--- config.mk ---
export PLATFORM = sky130hd
export DESIGN_NAME = iter_muldiv_unit_flat
export DESIGN_NICKNAME = d
export VERILOG_FILES = /design/src/rtl/iter_muldiv_unit_if.sv /design/src/rtl/iter_muldiv_unit.sv /design/src/flat_wrapper.sv
export SDC_FILE = /design/constraint.sdc
export NUM_CORES = 1
export LEC_CHECK = 0
export CORE_MARGIN = 2
export CORE_UTILIZATION = 40
export DETAILED_ROUTE_END_ITERATION = 6
export GPL_ROUTABILITY_DRIVEN = 0
export GPL_TIMING_DRIVEN = 0
export PLACE_DENSITY = 0.67
export SKIP_LAST_GASP = 1
export SYNTH_ARGS = -nofsm -noshare
export SYNTH_HDL_FRONTEND = slang
export SYNTH_SLANG_ARGS = --single-unit
--- constraint.sdc ---
create_clock -name clock -period 6.79 [get_ports clock]
set_input_delay 1.0185 -clock clock [delete_from_list [all_inputs] [get_ports clock]]
set_output_delay 1.0185 -clock clock [all_outputs]
set_load 0.005 [all_outputs]
--- src/rtl/iter_muldiv_unit_if.sv ---
// Handshake and operand/result bundle between the control unit and the
// iterative multiply/divide engine.
interface iter_muldiv_unit_if #(
  parameter int unsigned WIDTH = 32
);
  logic             start;
  logic [1:0]       op;
  logic [WIDTH-1:0] a;
  logic [WIDTH-1:0] b;
  logic             abort;
  logic             busy;
  logic             done;
  logic [WIDTH-1:0] hi;
  logic [WIDTH-1:0] lo;
  logic             div_by_zero;

  modport master (
    output start, op, a, b, abort,
    input  busy, done, hi, lo, div_by_zero
  );

  modport slave (
    input  start, op, a, b, abort,
    output busy, done, hi, lo, div_by_zero
  );
endinterface

--- src/rtl/iter_muldiv_unit.sv ---
// Multi-cycle signed/unsigned multiply (shift-add) and divide (restoring)
// engine; one result bit per cycle, 2*WIDTH result returned as hi/lo.
module iter_muldiv_unit #(
  parameter int unsigned WIDTH = 32
) (
  input  logic               clock,
  input  logic               reset,
  iter_muldiv_unit_if.slave  bus
);
  localparam int unsigned CNT_W = $clog2(WIDTH) + 1;
  localparam int unsigned W2    = 2 * WIDTH;

  typedef enum logic [1:0] {S_IDLE, S_PREP, S_RUN, S_FIX} state_e;

  state_e             state_q, state_d;
  logic [1:0]         op_q, op_d;
  logic [WIDTH-1:0]   a_q, a_d;
  logic [WIDTH-1:0]   b_q, b_d;
  logic [WIDTH-1:0]   m_q, m_d;
  logic [W2-1:0]      acc_q, acc_d;
  logic [CNT_W-1:0]   cnt_q, cnt_d;
  logic               neg_q, neg_d;
  logic               rneg_q, rneg_d;
  logic               dz_path_q, dz_path_d;
  logic               busy_q, busy_d;
  logic               done_q, done_d;
  logic               dz_q, dz_d;
  logic [WIDTH-1:0]   hi_q, hi_d;
  logic [WIDTH-1:0]   lo_q, lo_d;

  logic               is_div, is_signed;
  logic [WIDTH-1:0]   a_mag, b_mag;
  logic [WIDTH:0]     mul_sum;
  logic [W2-1:0]      mul_next, div_next;
  logic               div_fits;
  logic [WIDTH-1:0]   rem_sub;
  logic [W2-1:0]      prod_fix;
  logic [WIDTH-1:0]   quo_fix, rem_fix;

  // Datapath helpers: magnitudes, one iteration of each algorithm, sign fix-up
  always_comb begin
    is_div    = op_q[1];
    is_signed = ~op_q[0];
    a_mag     = (is_signed && a_q[WIDTH-1]) ? -a_q : a_q;
    b_mag     = (is_signed && b_q[WIDTH-1]) ? -b_q : b_q;

    mul_sum   = {1'b0, acc_q[W2-1:WIDTH]} + {1'b0, m_q};
    mul_next  = acc_q[0] ? {mul_sum, acc_q[WIDTH-1:1]} : {1'b0, acc_q[W2-1:1]};

    // Shifted partial remainder needs WIDTH+1 bits before the trial subtract
    div_fits  = acc_q[W2-1:WIDTH-1] >= {1'b0, m_q};
    rem_sub   = WIDTH'(acc_q[W2-1:WIDTH-1] - {1'b0, m_q});
    div_next  = div_fits ? {rem_sub, acc_q[WIDTH-2:0], 1'b1}
                         : {acc_q[W2-2:0], 1'b0};

    prod_fix  = neg_q  ? -acc_q : acc_q;
    quo_fix   = neg_q  ? -acc_q[WIDTH-1:0] : acc_q[WIDTH-1:0];
    rem_fix   = rneg_q ? -acc_q[W2-1:WIDTH] : acc_q[W2-1:WIDTH];
  end

  // Next-state and register updates
  always_comb begin
    state_d   = state_q;
    op_d      = op_q;
    a_d       = a_q;
    b_d       = b_q;
    m_d       = m_q;
    acc_d     = acc_q;
    cnt_d     = cnt_q;
    neg_d     = neg_q;
    rneg_d    = rneg_q;
    dz_path_d = dz_path_q;
    busy_d    = busy_q;
    done_d    = 1'b0;
    dz_d      = dz_q;
    hi_d      = hi_q;
    lo_d      = lo_q;

    if (state_q != S_IDLE && bus.abort) begin
      state_d = S_IDLE;
      busy_d  = 1'b0;
    end else begin
      case (state_q)
        S_IDLE: begin
          if (bus.start && !bus.abort) begin
            op_d    = bus.op;
            a_d     = bus.a;
            b_d     = bus.b;
            dz_d    = 1'b0;
            busy_d  = 1'b1;
            state_d = S_PREP;
          end
        end
        S_PREP: begin
          neg_d     = is_signed & (a_q[WIDTH-1] ^ b_q[WIDTH-1]);
          rneg_d    = is_signed & a_q[WIDTH-1];
          cnt_d     = '0;
          m_d       = is_div ? b_mag : a_mag;
          acc_d     = is_div ? {{WIDTH{1'b0}}, a_mag} : {{WIDTH{1'b0}}, b_mag};
          dz_path_d = is_div && (b_q == '0);
          state_d   = (is_div && (b_q == '0)) ? S_FIX : S_RUN;
        end
        S_RUN: begin
          acc_d = is_div ? div_next : mul_next;
          cnt_d = cnt_q + CNT_W'(1);
          if (cnt_q == CNT_W'(WIDTH - 1)) state_d = S_FIX;
        end
        S_FIX: begin
          state_d = S_IDLE;
          busy_d  = 1'b0;
          done_d  = 1'b1;
          if (dz_path_q) begin
            hi_d = a_q;
            lo_d = '1;
            dz_d = 1'b1;
          end else if (is_div) begin
            hi_d = rem_fix;
            lo_d = quo_fix;
          end else begin
            hi_d = prod_fix[W2-1:WIDTH];
            lo_d = prod_fix[WIDTH-1:0];
          end
        end
        default: state_d = S_IDLE;
      endcase
    end
  end

  always_ff @(posedge clock or negedge reset) begin
    if (!reset) begin
      state_q   <= S_IDLE;
      op_q      <= '0;
      a_q       <= '0;
      b_q       <= '0;
      m_q       <= '0;
      acc_q     <= '0;
      cnt_q     <= '0;
      neg_q     <= 1'b0;
      rneg_q    <= 1'b0;
      dz_path_q <= 1'b0;
      busy_q    <= 1'b0;
      done_q    <= 1'b0;
      dz_q      <= 1'b0;
      hi_q      <= '0;
      lo_q      <= '0;
    end else begin
      state_q   <= state_d;
      op_q      <= op_d;
      a_q       <= a_d;
      b_q       <= b_d;
      m_q       <= m_d;
      acc_q     <= acc_d;
      cnt_q     <= cnt_d;
      neg_q     <= neg_d;
      rneg_q    <= rneg_d;
      dz_path_q <= dz_path_d;
      busy_q    <= busy_d;
      done_q    <= done_d;
      dz_q      <= dz_d;
      hi_q      <= hi_d;
      lo_q      <= lo_d;
    end
  end

  assign bus.busy        = busy_q;
  assign bus.done        = done_q;
  assign bus.hi          = hi_q;
  assign bus.lo          = lo_q;
  assign bus.div_by_zero = dz_q;
endmodule

--- src/flat_wrapper.sv ---
// flat-port wrapper written by rule: the top's interface ports become plain ports
module iter_muldiv_unit_flat 
#(
  parameter int unsigned WIDTH = 32
)
  (clock, reset, bus_start, bus_op, bus_a, bus_b, bus_abort, bus_busy, bus_done, bus_hi, bus_lo, bus_div_by_zero);
  iter_muldiv_unit_if #(.WIDTH(WIDTH)) bus_i ();
  input  logic clock;
  input  logic reset;
  input wire logic [$bits(bus_i.start)-1:0] bus_start;
  input wire logic [$bits(bus_i.op)-1:0] bus_op;
  input wire logic [$bits(bus_i.a)-1:0] bus_a;
  input wire logic [$bits(bus_i.b)-1:0] bus_b;
  input wire logic [$bits(bus_i.abort)-1:0] bus_abort;
  output wire logic [$bits(bus_i.busy)-1:0] bus_busy;
  output wire logic [$bits(bus_i.done)-1:0] bus_done;
  output wire logic [$bits(bus_i.hi)-1:0] bus_hi;
  output wire logic [$bits(bus_i.lo)-1:0] bus_lo;
  output wire logic [$bits(bus_i.div_by_zero)-1:0] bus_div_by_zero;
  assign bus_i.start = bus_start;
  assign bus_i.op = bus_op;
  assign bus_i.a = bus_a;
  assign bus_i.b = bus_b;
  assign bus_i.abort = bus_abort;
  assign bus_busy = bus_i.busy;
  assign bus_done = bus_i.done;
  assign bus_hi = bus_i.hi;
  assign bus_lo = bus_i.lo;
  assign bus_div_by_zero = bus_i.div_by_zero;
  iter_muldiv_unit #(.WIDTH(WIDTH)) u_core (.clock(clock), .reset(reset), .bus(bus_i));
endmodule
=== After elaboration in Yosys (flattened, before gate mapping) ===
Index checks and enable logic that the tools add are counted.

* Register bits after elaboration: 240
* Bits in latches: 0
* Memory bits (writable): 0
* Memory bits (read-only): 0
* Bits of input ports: 70
* Output and inout port bits: 67
* Logic and storage cells: 85
* Memories kept: 0

* Add/sub/neg operators: 8
* Multiply operators: 0
* Div/mod/pow operators: 0
* Order comparisons: 1
* Eq/ne operators: 8
* Shift-type cells: 0
* Muxes and demuxes: 29
* Bitwise logic cells: 5
* Reduce and logical (&&, ||, !) cells: 19

{| class="wikitable"
|+ Operators with widths
! kind !! count
|-
| 32-bit two-way mux || 10
|-
| 64-bit two-way mux || 4
|-
| 32-bit negation || 4
|-
| 64-bit case mux with 2 select lines || 1
|-
| 64-bit negation || 1
|-
| 32-bit by 32-bit adder with 33-bit output || 1
|-
| 33-bit by 32-bit greater-or-equal comparator with 1-bit output || 1
|-
| 32-bit zero test || 1
|-
| 32-bit subtractor || 1
|-
| 6-bit case mux with 2 select lines || 1
|-
| 2-bit AND reduction || 5
|-
| 2-bit case mux with 4 select lines || 1
|-
| 1-bit two-way mux || 7
|-
| 6-bit by 1-bit adder with 6-bit output (second input constant) || 1
|-
| 6-bit by 5-bit == test with 1-bit output (second input constant) || 1
|-
| 2-bit two-way mux || 3
|-
| 3-bit by 1-bit inequality test with 1-bit output (second input constant) || 2
|-
| 2-bit nonzero test || 3
|-
| 1-bit logical AND || 5
|-
| 2-bit == test (second input constant) || 2
|-
| 2-bit by 1-bit inequality test with 1-bit output (second input constant) || 2
|-
| 1-bit case mux with 2 select lines || 2
|-
| 4-bit AND reduction || 1
|-
| 3-bit AND reduction || 1
|-
| other kinds (7) || 9
|}

=== Longest topological paths before layout ===
Gate-level depths: netlist of run 1.

* Depth in word-level cells: 5
* Mapped depth: 12
* Gate-level depth less buffers: 12

=== Worst setup path before layout of run 1 ===
Ideal clock, no wire load.

* Kind: reg2reg
* Start: register u_core.b_q[4]
* End: register u_core.acc_q[29]
* Library setup time: 0.076 ns
* Arrival time: 3.108 ns
* Data required time: 6.714 ns
* Setup slack: 3.605 ns
* Cell stages (with the launch flop): 10
* Buffers on the path: 1
* Clock period less this slack: 3.185 ns
* Cell sequence: dfrtp_1 > or3_4 > or4_4 > or4_1 > buf_2 > or3_4 > o31ai_4 > xor2_1 > mux4_1 > o21ai_1

* Cells in the longest elaborated chain, start to end: 4

{| class="wikitable"
|+ Ends and longest elaborated chain
! element !! RTL line !! source
|-
| start: declaration || iter_muldiv_unit.sv:18 || <nowiki>logic [WIDTH-1:0] b_q, b_d;</nowiki>
|-
| start signal: assignment || iter_muldiv_unit.sv:134 || <nowiki>b_q <= '0;</nowiki>
|-
| start signal: assignment || iter_muldiv_unit.sv:150 || <nowiki>b_q <= b_d;</nowiki>
|-
| 32-bit negation || iter_muldiv_unit.sv:45 || <nowiki>b_mag = (is_signed && b_q[WIDTH-1]) ? -b_q : b_q;</nowiki>
|-
| 32-bit two-way mux || iter_muldiv_unit.sv:45 ||
|-
| 32-bit two-way mux || iter_muldiv_unit.sv:99 || <nowiki>acc_d = is_div ? {{WIDTH{1'b0}}, a_mag} : {{WIDTH{1'b0}}, b_mag};</nowiki>
|-
| 64-bit case mux with 2 select lines || iter_muldiv_unit.sv:83 || <nowiki>case (state_q)</nowiki>
|-
| end signal: assignment || iter_muldiv_unit.sv:136 || <nowiki>acc_q <= '0;</nowiki>
|-
| end signal: assignment || iter_muldiv_unit.sv:152 || <nowiki>acc_q <= acc_d;</nowiki>
|-
| end: declaration || iter_muldiv_unit.sv:20 || <nowiki>logic [W2-1:0] acc_q, acc_d;</nowiki>
|}

No other way between the ends.
A chain may end at the register's enable or synchronous reset.

=== Worst setup path after layout of run 1 ===
* Start: register u_core.acc_q[60]
* End: register u_core.acc_q[60]

* Cells in the longest elaborated chain, start to end: 4
* Elaborated cells on any way between the ends: 6
* Classes of those cells: add/sub (1); order compare (1); mux (4)

{| class="wikitable"
|+ Ends and longest elaborated chain
! element !! RTL line !! source
|-
| 32-bit by 32-bit adder with 33-bit output or 33-bit by 32-bit greater-or-equal comparator with 1-bit output (tied branches) || iter_muldiv_unit.sv:47, iter_muldiv_unit.sv:51 ||
|-
| 64-bit two-way mux, on equally long branches || iter_muldiv_unit.sv:48, iter_muldiv_unit.sv:53 ||
|-
| 64-bit two-way mux * || iter_muldiv_unit.sv:104 || <nowiki>acc_d = is_div ? div_next : mul_next;</nowiki>
|-
| 64-bit case mux with 2 select lines * || iter_muldiv_unit.sv:83 ||
|}

Mark *: on every way between the ends. The rest lies on a longest branch, timed or not.

==> flow_metrics.tcl, run 1 <==
set metrics [dict create \
    outcome "finished with violations" \
    violations "design-rule violations" \
    slew_violations 0 \
    wl_met3_mm 10.6 \
    fin_skew_ns 0.0168 \
    cts.repair.resized 0 \
    routed.top_layer "met4" \
    wirelength_mm 73.2 \
    ys_types 84 \
    cts_htree_levels 1 \
    antenna_cells 0 \
    crit_path_max_incr_delay_ns 0.79 \
    first_global_vias 17785 \
    fin_crit_sh_pct 75.1 \
    cts_tree "built" \
    drive_gt1_share_pct 7.13 \
    dp.cells 2866 \
    wl_met1_mm 28.1 \
    crit_fanout 10 \
    cts_num_sinks 240 \
    worstPathCellList "ha_1 -> nand2_1 -> nor3b_1 -> nand3_1 -> nor4_1 -> a21oi_1 -> nand2_1 -> buf_1 -> nand3_1 -> a32o_1" \
    tns_ns 0 \
    die_height_um 217 \
    portBuffers 136 \
    dieArea_um2 47200 \
    crit_required_ns 7.23 \
    synth.avg_cell_area_um2 8.55 \
    area_delta_synth_final_pct 17.0 \
    synth_top_family_by_area "compound AO/OA/AOI/OAI gates" \
    postSynthCellCount 2128 \
    final_antenna_net_count 0 \
    synth_warnings 0 \
    setup_viol 0 \
    drc 3 \
    vias 18766 \
    path_clk_slew_ns 0.06 \
    critPathTopFamily "simple AND/OR/NAND/NOR gates" \
    grt_pass1_wl_mm 109 \
    reg2reg_from "u_core.acc_q[60]" \
    ys_ff_latch 240 \
    synth_compound_area_share_pct 21.4 \
    arrival_ns 5.54 \
    worstSetupPathType "register to register" \
    max_slew_margin_pct 3.00 \
    drt_iter0_markers 2696 \
    fillerInstances 4396 \
    grt_use_total_pct 30.4 \
    critPathBufInv 1 \
    dp_hpwl_mm 56.5 \
    synthTopCellsByArea "dfrtp_1 33%, a21oi_1 5.1%, ha_1 5.0%" \
    synth.net_count 2273 \
    synth_flop_cell "dfrtp_1" \
    grt_max_degree 112 \
    antenna_found_initial 0 \
    clock-root-buffer "clkbuf_16" \
    netlist_area_um2 18200 \
    synthMuxAreaShare_pct 10.2 \
    synth_seq_area_share_pct 33.0 \
    netlist.area_leader.share_pct 33.0 \
    ys_async_sr_fraction_pct 100 \
    drtPass1Iterations 7 \
    synth_common_cells "240 x dfrtp_1, 238 x nand2_1, 185 x a21oi_1" \
    clk_latency_ns 0.57 \
    wl_met2_mm 29.3 \
    core_area_um2 45100 \
    rows 78 \
    synth_top_area_cell "dfrtp_1" \
    finalHoldViolCount 0 \
    wl_per_cell_um 25.1 \
    post_cts_buffers 0 \
    startpoint "u_core.acc_q[60]" \
    start_util_pct 40.3 \
    io_pins 137 \
    rsz0062_at_grt "no" \
    crit_path_start_kind "register" \
    worstMarginPinSlew_ns 1.44 \
    numCtsBuffers 27 \
    hold_path.class "primary input to asynchronous set/reset pin" \
    final.min_clock_period_ns 5.10 \
    clk_path_buf_depth 3 \
    instances_no_fill 2915 \
    max_cap_violations 0 \
    synth_xor_area_share_pct 7.70 \
    yosys.area_share.adder_pct 5.24 \
    fmax_ghz 0.196 \
    cpMaxStageDelayCell "nor4_1" \
    vias_per_cell 6.44 \
    die_x_um 217 \
    hold_buffers 0 \
    gr-total-overflow 0 \
    fin_nets 2440 \
    endpoint_kind "register" \
    yosys.area_share.simple_pct 17.8 \
    yosysMostFrequentCell "dfrtp_1" \
    synth_edf_count 0 \
]
## cell type report
type                    count  area, um^2  share of cell area [%]
flip-flops and latches    240        6010                    28.2
repair buffers            138        1420                    6.68
well taps                 600         751                    3.53
multi-input cells        1673       11300                    53.3
clock inverters            11         166                   0.782
inverters                  80         300                    1.41
plain buffers             135         544                    2.56
clock buffers              38         747                    3.51
## cell families after synthesis
family          after synthesis
compound gates              612
xor+xnor                    160
fa+ha+maj                    75
buf+inv                     215
flops                       240
mux                         151
simple gates                675
## placed cells by master (no fill, tap or decap), types with 73 or more instances in the layout
cell / instances
dfrtp_1: 240
nand2_1: 238
a21oi_1: 185
o21ai_0: 152
nor2_1: 143
clkdlybuf4s50_1: 135
clkbuf_1: 117
xnor2_1: 85
inv_1: 79
xor2_1: 75
ha_1: 73
## registers in the layout, summed over array words and instances (netlist names), 6 cells and up
register       count
u_core.acc_q      64
u_core.a_q        32
u_core.b_q        32
u_core.bus.hi     32
u_core.bus.lo     32
u_core.m_q        32
u_core.cnt_q       6
## final timing paths
check | end | slack (ns) | cells past startpoint
max | u_core.acc_q[60] | 1.69 | 10
max in group asynchronous | u_core.acc_q[62] | 5.12 | 3
min | u_core.bus.hi[8] | 0.37 | 1
min reg2reg | u_core.bus.hi[0] | 0.48 | 2
min in group clock | u_core.bus.hi[0] | 0.48 | 2
max reg2reg | u_core.acc_q[60] | 1.69 | 10
## metrics by stage
stage,hold WS (ns),util (%),worst slack [ns],area [um^2]
after floorplan,0.463,-,3.61,18200
after global placement,0.467,45.0,-5.66,20300
after detailed placement,0.472,45.2,2.16,20400
after CTS,0.381,47.2,2.14,21300
after global routing,0.407,47.2,1.87,21300
final,0.367,47.2,1.69,21300
## metal layers
| metal | track usage [%] | up-vias |
|---|---|---|
| li1 | - | 8112 |
| met1 | 39.5 | 8953 |
| met2 | 42.8 | 1340 |
| met3 | 11.5 | 361 |
| met4 | 17.7 | 0 |
| met5 | 0 | - |
Power of run 1 is left out: the tool's default activity adds up to more than one toggle a clock period on the data nets, which glitch-free logic cannot reach.
==> run 2, diff against run 1 <==
==> constraint.sdc (replaced) <==
create_clock -name clock -period 4.7 [get_ports clock]
set_input_delay 0.705 -clock clock [delete_from_list [all_inputs] [get_ports clock]]
set_output_delay 0.705 -clock clock [all_outputs]
set_load 0.005 [all_outputs]
==> flow_metrics.tcl, run 2 (synthesis gave the netlist of run 1 again) <==
set metrics [dict create \
    outcome "finished with violations" \
    violations "negative setup slack" \
    wl_per_cell_um 25.1 \
    worstPathCellList "ha_1 -> nand2_1 -> nor3b_2 -> nand3_1 -> nor4_1 -> a21oi_1 -> nand2_1 -> buf_1 -> nand3_1 -> a32o_1" \
    slew_violations 0 \
    vias_per_cell 6.40 \
    cp.depth 10 \
    start_util_pct 40.3 \
    die_height_um 217 \
    crit_required_ns 5.14 \
    area_delta_synth_final_pct 17.0 \
    final_antenna_net_count 0 \
    max_slew_margin_pct 20.4 \
    grt_max_degree 112 \
    grt_pass1_wl_mm 109 \
    post_cts_buffers 0 \
    antenna_found_initial 0 \
    fin_nets 2440 \
    largest_register_ffs 64 \
    grt_use_total_pct 30.4 \
    crit_path_max_incr_delay_ns 0.72 \
    layout_commonest_cell "dfrtp_1" \
    critPathBufInv 1 \
    worstMarginPinSlew_ns 1.18 \
    top_register "u_core.acc_q" \
    numCtsBuffers 27 \
    crit_path_start_kind "register" \
    rsz0062_at_grt "no" \
    portBuffers 136 \
    io_pins 137 \
    fin_crit_sh_pct 101 \
    vias 18659 \
    drive_gt1_share_pct 7.21 \
    clock-root-buffer "clkbuf_16" \
    hold_path.class "primary input to asynchronous set/reset pin" \
    antenna_cells 0 \
    drtPass1Iterations 7 \
    dieArea_um2 47200 \
    cts_num_sinks 240 \
    cts_htree_levels 1 \
    fmax_ghz 0.211 \
    startpoint "u_core.acc_q[60]" \
    gr-total-overflow 0 \
    final.min_clock_period_ns 4.75 \
    setup_viol 1 \
    cts_tree "built" \
    placed_area_um2 20400 \
    cpMaxStageDelayCell "nor4_1" \
    path_clk_slew_ns 0.06 \
    worstSetupPathType "register to register" \
    reg2reg_depth 10 \
    reg2reg_from "u_core.acc_q[60]" \
    final_area_um2 21300 \
    r2r_slack_ns -0.05 \
    clk_path_buf_depth 3 \
    mostFrequentLayoutCells "240 x dfrtp_1, 238 x nand2_1, 185 x a21oi_1" \
    r2r-end "u_core.acc_q[60]" \
    wirelength_mm 73.2 \
    drt_iter0_markers 2768 \
    core_area_um2 45100 \
    drc 0 \
    clk_latency_ns 0.57 \
    max_cap_violations 0 \
    rows 78 \
    setup_ws_ns -0.0467 \
    fin_skew_ns 0.0169 \
    die_x_um 217 \
    first_global_vias 17785 \
    dp_hpwl_mm 56.5 \
    critPathTopFamily "simple AND/OR/NAND/NOR gates" \
    crit_path_end "u_core.acc_q[60]" \
    crit_fanout 10 \
    arrival_ns 5.19 \
    endpoint_kind "register" \
    finalHoldViolCount 0 \
]
run 2: cell counts in the layout (fill, tap and decap cells not counted):
Identical to the previous run, type by type.
run 2: worst min-delay path by stage:
stage,from,to,slack (ns)
4_1_cts,reset,u_core.bus.hi[8],0.07
2_1_floorplan,reset,u_core.a_q[0],0.41
3_3_place_gp,u_core.bus.lo[0],u_core.bus.lo[0],0.47
5_1_grt,reset,u_core.bus.hi[8],0.09
3_5_place_dp,u_core.bus.hi[0],u_core.bus.hi[0],0.47
6_report,reset,u_core.bus.hi[8],0.05
run 2: routing by layer:
metal  up-vias  global-route usage [%]  wire length, um
li1       8121                       -                -
met2      1307                    42.8            29500
met3       351                    11.5            10300
met4         0                    17.7             5130
met1      8880                    39.5            28400
met5         -                       0                0
run 2: area by class of cell:
class | instances | area (um^2)
Buffer | 135 | 544
Clock buffer | 38 | 747
Clock inverter | 11 | 166
Fill cell | 4397 | 23800
Inverter | 80 | 300
Multi-Input combinational cell | 1673 | 11300
Sequential cell | 240 | 6010
Tap cell | 600 | 751
Timing Repair Buffer | 138 | 1420
run 2: worst reg2reg max path, stage by stage (launching register included):
cell and delay, ns:
dfrtp_1 0.58, ha_1 0.47, nand2_1 0.16, nor3b_2 0.47, nand3_1 0.14, nor4_1 0.72, a21oi_1 0.45, nand2_1 0.41
buf_1 0.67, nand3_1 0.27, a32o_1 0.30
run 2: per-stage QoR:
| step | worst slack (ns) | setup TNS (ns) | utilization [%] | std cells | hold WS, ns |
|---|---|---|---|---|---|
| floorplan | 1.52 | 0 | - | 2128 | 0.409 |
| global placement | -7.44 | -1777.15 | 45.0 | 2864 | 0.467 |
| detailed placement | 0.0677 | 0 | 45.2 | 2866 | 0.472 |
| CTS | 0.0526 | 0 | 47.2 | 2915 | 0.0673 |
| global route | 0.0388 | 0 | 47.2 | 2915 | 0.0930 |
| finish | -0.0467 | -0.0467 | 47.2 | 2915 | 0.0529 |
run 2: what timing repair did:
action	CTS	global route
setup endpoints to repair	0	10
hold buffers	0	0
resized for setup	0	2
Power of run 2 is left out for the same reason.
